<file path="config.mk">
export PLATFORM = sky130hd
export DESIGN_NAME = spi_target
export DESIGN_NICKNAME = d
export VERILOG_FILES = /design/src/rtl/spi_target_pkg.sv /design/src/rtl/spi_target_sync.sv /design/src/rtl/spi_target.sv
export SDC_FILE = /design/constraint.sdc
export NUM_CORES = 1
export LEC_CHECK = 0
export CAP_MARGIN = 20
export CORE_UTILIZATION = 44
export DETAILED_ROUTE_END_ITERATION = 10
export GPL_TIMING_DRIVEN = 0
export HOLD_SLACK_MARGIN = 0.1
export PLACE_DENSITY = 0.72
export SYNTH_ARGS = -nofsm -noshare
export SYNTH_HDL_FRONTEND = slang
export SYNTH_SLANG_ARGS = --single-unit
</file>
<file path="constraint.sdc">
create_clock -name clk -period 4.3 [get_ports clk]
set_clock_uncertainty 0.05 [all_clocks]
set_input_delay 1.075 -clock clk [delete_from_list [all_inputs] [get_ports clk]]
set_output_delay 1.075 -clock clk [all_outputs]
set_load 0.03 [all_outputs]
</file>
<file path="src/rtl/spi_target_pkg.sv">
//----------------------------------------------------------------------------
// Module      : spi_target_pkg
// Description : Shared widths and state encoding for the SPI mode-0 target.
// Revision    : 1.0 - initial release
//----------------------------------------------------------------------------
`default_nettype none

package spi_target_pkg;

    localparam int BYTE_W    = 8;
    localparam int BIT_CNT_W = 4;

    // Two-state frame FSM, explicitly one bit wide.
    typedef logic [0:0] state_t;
    localparam state_t c_ST_IDLE  = 1'b0;
    localparam state_t c_ST_SHIFT = 1'b1;

endpackage

`default_nettype wire

</file>
<file path="src/rtl/spi_target_sync.sv">
//----------------------------------------------------------------------------
// Module      : spi_target_sync
// Description : 1-bit synchroniser chain of STAGES flops with a selectable
//               asynchronous reset value. STAGES=0 passes the pin through.
// Revision    : 1.0 - initial release
//----------------------------------------------------------------------------
`default_nettype none

module spi_target_sync #(
    parameter int   STAGES    = 2,
    parameter logic RESET_VAL = 1'b0
) (
    input  logic clk,
    input  logic resetn,
    input  logic d,
    output logic q
);

    generate
        if (STAGES == 0) begin : g_bypass
            assign q = d;
        end else begin : g_chain
            logic [STAGES-1:0] r_chain;

            // Shift the pin through the flop chain; oldest sample drives q.
            always_ff @(posedge clk or negedge resetn) begin
                if (!resetn) begin
                    r_chain <= {STAGES{RESET_VAL}};
                end else begin
                    r_chain[0] <= d;
                    for (int i = 1; i < STAGES; i++) begin
                        r_chain[i] <= r_chain[i-1];
                    end
                end
            end

            assign q = r_chain[STAGES-1];
        end
    endgenerate

endmodule

`default_nettype wire

</file>
<file path="src/rtl/spi_target.sv">
//----------------------------------------------------------------------------
// Module      : spi_target
// Description : SPI mode-0 target. Oversamples sck/cs/mosi in the clk domain,
//               deserialises MSB-first bytes into a 1-entry RX holder and
//               serialises bytes from a 1-entry TX holder onto spi_miso.
//               Optional macro SPI_TARGET_ECHO_EN: with an empty TX holder at
//               a byte reload, the last byte stored into rx_data is sent
//               instead of TX_IDLE.
// Revision    : 1.0 - initial release
//----------------------------------------------------------------------------
`default_nettype none

module spi_target
    import spi_target_pkg::*;
#(
    parameter int              SYNC_STAGES = 2,
    parameter logic [BYTE_W-1:0] TX_IDLE   = 8'hff
) (
    input  logic              clk,
    input  logic              resetn,
    input  logic              spi_clk,
    input  logic              spi_cs,
    input  logic              spi_mosi,
    output logic              spi_miso,
    output logic [BYTE_W-1:0] rx_data,
    output logic              rx_valid,
    input  logic              rx_ready,
    input  logic [BYTE_W-1:0] tx_data,
    input  logic              tx_valid,
    output logic              tx_ready,
    output logic              busy,
    output logic              overrun,
    input  logic              overrun_clr
);

    logic w_sck, w_cs, w_mosi;

    spi_target_sync #(.STAGES(SYNC_STAGES), .RESET_VAL(1'b0)) u_sync_sck (
        .clk(clk), .resetn(resetn), .d(spi_clk), .q(w_sck));
    spi_target_sync #(.STAGES(SYNC_STAGES), .RESET_VAL(1'b1)) u_sync_cs (
        .clk(clk), .resetn(resetn), .d(spi_cs), .q(w_cs));
    spi_target_sync #(.STAGES(SYNC_STAGES), .RESET_VAL(1'b0)) u_sync_mosi (
        .clk(clk), .resetn(resetn), .d(spi_mosi), .q(w_mosi));

    logic r_sck_prev, r_cs_prev;

    // Previous synced levels for edge detection.
    always_ff @(posedge clk or negedge resetn) begin
        if (!resetn) begin
            r_sck_prev <= 1'b0;
            r_cs_prev  <= 1'b1;
        end else begin
            r_sck_prev <= w_sck;
            r_cs_prev  <= w_cs;
        end
    end

    logic w_sck_rise, w_sck_fall, w_cs_fall, w_cs_rise;
    assign w_sck_rise = w_sck & ~r_sck_prev;
    assign w_sck_fall = ~w_sck & r_sck_prev;
    assign w_cs_fall  = ~w_cs & r_cs_prev;
    assign w_cs_rise  = w_cs & ~r_cs_prev;

    state_t r_state, w_state_next;

    // FSM state register.
    always_ff @(posedge clk or negedge resetn) begin
        if (!resetn) r_state <= c_ST_IDLE;
        else         r_state <= w_state_next;
    end

    // FSM next state: frame opens on cs falling, closes on cs rising.
    always_comb begin
        w_state_next = r_state;
        case (r_state)
            c_ST_IDLE:  if (w_cs_fall) w_state_next = c_ST_SHIFT;
            c_ST_SHIFT: if (w_cs_rise) w_state_next = c_ST_IDLE;
            default:    w_state_next = c_ST_IDLE;
        endcase
    end

    // FSM outputs.
    always_comb begin
        busy = (r_state == c_ST_SHIFT);
    end

    logic [BIT_CNT_W-1:0] r_bit_cnt;
    logic [BYTE_W-2:0]    r_rx_shift;   // last 7 bits received; bit 8 comes from the pin
    logic [BYTE_W-2:0]    r_tx_shift;   // bits still to send after the one on spi_miso
    logic                 r_miso;
    logic [BYTE_W-1:0]    r_tx_hold;
    logic                 r_tx_full;
    logic [BYTE_W-1:0]    r_rx_data;
    logic                 r_rx_valid;
    logic                 r_overrun;

    logic              w_start, w_abort, w_rise, w_fall;
    logic              w_byte_done, w_reload, w_shift_out, w_tx_fire;
    logic [BYTE_W-1:0] w_rx_byte, w_idle_byte, w_reload_byte;

    // A cs rising edge preempts any sck activity in the same clk.
    assign w_start     = (r_state == c_ST_IDLE) & w_cs_fall;
    assign w_abort     = (r_state == c_ST_SHIFT) & w_cs_rise;
    assign w_rise      = (r_state == c_ST_SHIFT) & ~w_cs_rise & w_sck_rise;
    assign w_fall      = (r_state == c_ST_SHIFT) & ~w_cs_rise & w_sck_fall;
    assign w_byte_done = w_rise & (r_bit_cnt == BIT_CNT_W'(BYTE_W - 1));
    // bit_cnt==0 on a falling edge means the previous byte just completed.
    assign w_reload    = w_start | (w_fall & (r_bit_cnt == '0));
    assign w_shift_out = w_fall & (r_bit_cnt != '0);
    assign w_tx_fire   = tx_valid & ~r_tx_full;
    assign w_rx_byte   = {r_rx_shift, w_mosi};

`ifdef SPI_TARGET_ECHO_EN
    assign w_idle_byte = r_rx_data;
`else
    assign w_idle_byte = TX_IDLE;
`endif

    // Held byte first, then a same-clk offer (bypass), then the filler byte.
    assign w_reload_byte = r_tx_full ? r_tx_hold : (w_tx_fire ? tx_data : w_idle_byte);

    // Receive side: bit counter and input shift register.
    always_ff @(posedge clk or negedge resetn) begin
        if (!resetn) begin
            r_bit_cnt  <= '0;
            r_rx_shift <= '0;
        end else if (w_start || w_abort) begin
            r_bit_cnt  <= '0;
        end else if (w_rise) begin
            r_rx_shift <= w_rx_byte[BYTE_W-2:0];
            r_bit_cnt  <= w_byte_done ? '0 : r_bit_cnt + BIT_CNT_W'(1);
        end
    end

    // Transmit side: output shift register and registered miso.
    always_ff @(posedge clk or negedge resetn) begin
        if (!resetn) begin
            r_tx_shift <= '0;
            r_miso     <= 1'b1;
        end else if (w_abort) begin
            r_miso     <= 1'b1;
        end else if (w_reload) begin
            r_tx_shift <= w_reload_byte[BYTE_W-2:0];
            r_miso     <= w_reload_byte[BYTE_W-1];
        end else if (w_shift_out) begin
            r_tx_shift <= {r_tx_shift[BYTE_W-3:0], 1'b0};
            r_miso     <= r_tx_shift[BYTE_W-2];
        end
    end

    // TX holding register: emptied by a reload, filled by a handshake unless
    // that handshake bypassed straight into the shifter.
    always_ff @(posedge clk or negedge resetn) begin
        if (!resetn) begin
            r_tx_hold <= '0;
            r_tx_full <= 1'b0;
        end else if (w_reload && r_tx_full) begin
            r_tx_full <= 1'b0;
        end else if (w_tx_fire && !w_reload) begin
            r_tx_hold <= tx_data;
            r_tx_full <= 1'b1;
        end
    end

    // RX holding register: a same-clk consume frees the slot for the new byte.
    always_ff @(posedge clk or negedge resetn) begin
        if (!resetn) begin
            r_rx_data  <= '0;
            r_rx_valid <= 1'b0;
        end else if (w_byte_done && (!r_rx_valid || rx_ready)) begin
            r_rx_data  <= w_rx_byte;
            r_rx_valid <= 1'b1;
        end else if (r_rx_valid && rx_ready) begin
            r_rx_valid <= 1'b0;
        end
    end

    // Sticky overrun flag; a new overrun wins over a same-clk clear.
    always_ff @(posedge clk or negedge resetn) begin
        if (!resetn)                                      r_overrun <= 1'b0;
        else if (w_byte_done && r_rx_valid && !rx_ready)  r_overrun <= 1'b1;
        else if (overrun_clr)                             r_overrun <= 1'b0;
    end

    assign spi_miso = r_miso;
    assign rx_data  = r_rx_data;
    assign rx_valid = r_rx_valid;
    assign tx_ready = ~r_tx_full;
    assign overrun  = r_overrun;

endmodule

`default_nettype wire

</file>
# Word-level counts from Yosys, hierarchy flattened
# Cells that the tools add are included.
# word_totals
register_bits	47
input_bits	16
out_inout_bits	13
wordCells	82
# op_classes
n_addsub	1
eq_ne	1
muxes	19
n_bitwise	24
n_reduce_logical	22
# ops
operator	n
8-bit 2-to-1 mux	2
7-bit 2-to-1 mux	2
1-bit AND	13
4-bit 2-to-1 mux	3
1-bit 2-to-1 mux	11
1-bit inverter	10
2-bit nonzero test	5
1-bit logical AND	6
2-bit AND reduction	3
4-bit by 1-bit adder with 4-bit output, second input constant	1
4-bit by 3-bit equality test with 1-bit output, second input constant	1
4-bit logical NOT	1
4-bit nonzero test	1
1-bit logical NOT	3
3-bit nonzero test	1
1-bit logical OR	2
1-bit case mux with 2 select lines	1
1-bit bitwise OR	1

# Depth between registers and ports, before layout
# logic_depth
depth_word	11
depth_mapped	6
mapped_depth_nobuf	5

# Modules after synthesis
# From an unflattened synthesis, not the netlist that was laid out.
# unflattened
cells_unflattened	148
area_unflattened_um2	2035.7
# by_module_without_submodules
mod	instances	cells_per_inst	area_each_um2	seq_area_each_um2
spi_target	1	142	1883.1	1028.5
spi_target_sync (u_sync_mosi ...)	2	2	50.0	50.0
spi_target_sync (u_sync_cs)	1	2	52.6	52.6

# Worst setup path before layout
# Ideal clock, no wire load.
# synth_path
path_kind	input port to flip-flop
start	in tx_valid
end	reg r_tx_hold[0]
arrival_time_ns	1.932
t_required_ns	4.125
setup_slack_ns	2.193
path_stages	4
n_path_buf	1
path_cell_list	nand2b_1 > buf_1 > o21bai_4 > mux2_2
# synth_via
elab_chain_cells	3
# synth_lines
item	line_no	source
start: declaration	spi_target.sv:29	input logic tx_valid,
1-bit AND	spi_target.sv:110	assign w_tx_fire = tx_valid & ~r_tx_full;
1-bit logical AND	spi_target.sv:159	end else if (w_tx_fire && !w_reload) begin
2-bit AND reduction (no line)	n/a	
end signal: assignment	spi_target.sv:160	r_tx_hold <= tx_data;
end: declaration	spi_target.sv:91	logic [BYTE_W-1:0] r_tx_hold;
# Every way passes these cells.
# A chain may end at the register's enable or synchronous reset.

# Worst setup path in the final report
# layout_path
start	reg r_tx_full
end	out tx_ready
# layout_via
elab_chain_cells	1
# layout_lines
item	line_no	source
start: declaration	spi_target.sv:92	logic r_tx_full;
start signal: assignment	spi_target.sv:156	r_tx_full <= 1'b0;
start signal: assignment	spi_target.sv:158	r_tx_full <= 1'b0;
start signal: assignment	spi_target.sv:161	r_tx_full <= 1'b1;
1-bit inverter	spi_target.sv:188	assign tx_ready = ~r_tx_full;
end: declaration	spi_target.sv:30	output logic tx_ready,
# Every way passes these cells.

==> metrics.md <==
| Metric | Value |
|---|---|
| Finished Layout Cells | ~240 |
| Worst VDD drop | 0.2837 mV |
| Slew headroom | 0.7100 |
| Chip Width | ~70 um |
| PortBufs | 28 |
| Post-placement cell area | approximately 2400 um^2 |
| Drc violations | 0 |
| CTS resizes | 0 |
| R2r setup slk | 2.26 ns |
| RSZ-0062 raised after global routing | no |
| Min Clock Period, post-route | ~2.7 ns |
| Later-pin clock latency in the skew report | roughly 0.30 ns |
| Post-CTS setup buffer count | 0 |
| CP endpoint kind | primary output |
| DRT iter0 DRCs | between 40 and 50 |
| DRT Pass-1 Iters | 4 |
| Required time worst endpoint | 3.17 ns |
| Largest area contributor in the netlist | dfrtp_1 |
| Worst r2r src | r_cs_prev |
| Vias in the first global route | 1372 |
| Post-synth EDFFs | 0 |
| # diodes | 0 |
| Sink Count | 47 |
| Post-synthesis sequential area ratio | 0.5838 |
| Chip height | roughly 70 um |
| Mean Syn Cell Area | roughly 13 um^2 |
| Io pins | 29 |
| Net Sw Power | ~340 uW |
| Fmax | about 0.37 GHz |
| GRT Max-Usage Layer | met2 |
| Starting Density | 0.4615 |
| Total track usage | 0.1583 |
| Final Hold Vio Count | 0 |
| Final Max Slew Viols | 0 |
| CTS Buf Count | 5 |
| Final Cell Area | ~2500 um^2 |
| Seq pwr share | 0.480 |
| H-tree levels | 2 |
| Syn Inst Count | 150 |
| Synth async-reset ratio | 1.000 |
| Hold Crit Start | u_sync_sck.g_chain.r_chain[0] |
| Primary FF master, synth | dfrtp_1 |
| Row cnt | 24 |
| M2 GR Usage | 0.2660 |
| Combinational power share | 0.228 |
| Core area | approximately 4400 um^2 |
| DR vias | 1272 |
| Standby leakage power | ~1.1 nW |
| Gp weighted congestion | 0.8488 |
| Fraction of layout cells with a size suffix above 1 | 0.2674 |
| Root buffer selected by CTS | clkbuf_8 |
| Yosys warning count | 0 |
| Remaining Overflow, GRT | 0 |
| FF-to-FF path depth | 5 |
| Initial antenna violation count | 0 |
| CTS tree | built |
| Hold-fix buffers at CTS | 0 |
| Class of the worst hold path | reg2reg |
| Routed vias/inst | between 5 and 6 |
| Mapped Area | between 2000 and 2500 um^2 |
| Met3 usage | 0.04360 |
| Post-DP HPWL | approximately 2500 um |
| Crit path max fanout | 9 |
| Count of different cell masters after synthesis | 37 |
| Post-Place Cells | 231 |
| CP endpoint | tx_ready |
| Most instantiated cells after synthesis | dfrtp_1, mux2_2, inv_1 |
| Final Core Density | 0.5748 |
| Outcome | finished clean |
| Area Overhead vs Synth | 24.55% |
| Count leader, synth | dfrtp_1 |
| Worst setup path startpoint | r_tx_full |
| Crit path DAT | ~1.6 ns |
| Die ar. | between 4000 and 5000 um^2 |
| Routed wire length | 3499 um |
| # setup viols final | 0 |
| # fillers | roughly 360 |
| Syn Nets | 168 |
| TNS Setup | 0 ns |
| Worst-case clock buffer depth | 2 |
| Power, Total | approximately 1.3 mW |
| Nets | ~200 |
| Worst R2R End | r_tx_hold[0] |
| Post-Place Worst Slack | approximately 1.5 ns |
| Worst-Margin Slew | around 0.43 ns |
| Met1 Usage GRT | 0.1896 |
| ANT nets after route | 0 |
| Switching Share | 0.2630 |
| Final period util | 0.6363 |
| Startpoint types | flop |
| WL per Instance | approximately 15 um |
| Clock transition at path regs | about 0.08 ns |
| MaxCap Viol Count | 0 |
| Global-route wire length before repair | 6016 um |
| Largest net degree at the start of global routing | 32 |
| Synth area leaders | dfrtp_1, mux2_2, dfstp_2 |
| Setup ws final | 1.564 ns |
| Clock power share | 0.292 |
| Hold Worst Slack | slightly above 0.3 ns |
| Int Pwr | roughly 960 uW |
| Seq cells post-synth | 47 |
| Pwr/cell area | 518.0 nW/um^2 |
| Worst setup path class | reg2out |
| Top cell type's share of synthesized area | 0.5318 |
[layout by cell type (no fill, tap or decap), types with 2 or more instances in the layout]
cell,synthesis,routed
a22o_1,3,3
and3_1,2,2
buf_2,2,3
bufinv_16,0,2
clkbuf_8,0,5
clkdlybuf4s50_1,0,27
dfrtp_1,43,43
dfstp_2,4,4
ha_1,2,2
inv_1,9,9
mux2_2,28,28
mux2i_1,8,8
nand2_1,5,5
nand2b_1,3,3
nor2_1,7,7
nor2b_1,2,2
o22a_1,2,2
o22ai_1,8,8
[power by group through the flow]
stage | Clock, mW | Combinational [mW] | Sequential, mW
floorplan | 0 | 0.218 | 0.624
global placement | 0 | 0.288 | 0.624
detailed placement | 0 | 0.301 | 0.633
CTS | 0.391 | 0.302 | 0.625
global route | 0.406 | 0.328 | 0.644
finish | 0.381 | 0.298 | 0.627
[worst max-delay path, cell delays in order (launching register included)]
cell	delay, ns
dfrtp_1	0.38
clkinv_1	0.25
clkdlybuf4s50_1	0.68
[worst min path at each step]
| stage | to | slack [ns] | cells past startpoint |
|---|---|---|---|
| global route | u_sync_mosi.g_chain.r_chain[1] | 0.32 | 0 |
| detailed placement | u_sync_sck.g_chain.r_chain[1] | 0.28 | 0 |
| floorplan | u_sync_mosi.g_chain.r_chain[1] | 0.28 | 0 |
| global placement | u_sync_mosi.g_chain.r_chain[1] | 0.29 | 0 |
| CTS | u_sync_sck.g_chain.r_chain[1] | 0.30 | 0 |
| finish | u_sync_sck.g_chain.r_chain[1] | 0.30 | 0 |
[area by class of cell]
type | count | area [um^2] | share of cell area
inverters | 10 | 37.54 | 0.01490
flip-flops and latches | 47 | 1181 | 0.4687
well taps | 52 | 65.06 | 0.02582
multi-input cells | 88 | 772.0 | 0.3064
clock inverters | 3 | 67.56 | 0.02681
plain buffers | 5 | 32.53 | 0.01291
clock buffers | 5 | 68.82 | 0.02731
repair buffers | 29 | 295.3 | 0.1172
[flip-flops by register name, summed over array words and instances (netlist names)]
| name | count |
|---|---|
| busy | 1 |
| overrun | 1 |
| r_bit_cnt | 4 |
| r_cs_prev | 1 |
| r_rx_shift | 7 |
| r_sck_prev | 1 |
| r_tx_full | 1 |
| r_tx_hold | 8 |
| r_tx_shift | 7 |
| rx_data | 8 |
| rx_valid | 1 |
| spi_miso | 1 |
| u_sync_cs.g_chain.r_chain | 2 |
| u_sync_mosi.g_chain.r_chain | 2 |
| u_sync_sck.g_chain.r_chain | 2 |
[kinds of logic after synthesis]
| group | after synthesis | synth area share |
|---|---|---|
| muxes | 36 | 0.1954 |
| buffers and inverters | 15 | 0.03463 |
| DFF | 47 | 0.5838 |
| xor gates and xnor gates | 1 | 0.004330 |
| and+or+nand+nor | 27 | 0.07916 |
| AOI/OAI and AO/OA | 22 | 0.09030 |
| adders and majority gates | 2 | 0.01237 |
[per-layer routing]
layer,vias to the layer above,share of wire
met4,0,0.016
met2,28,0.49
met1,640,0.46
met5,-,0
met3,7,0.033
li1,597,-
(Power assumes the default switching activity.)
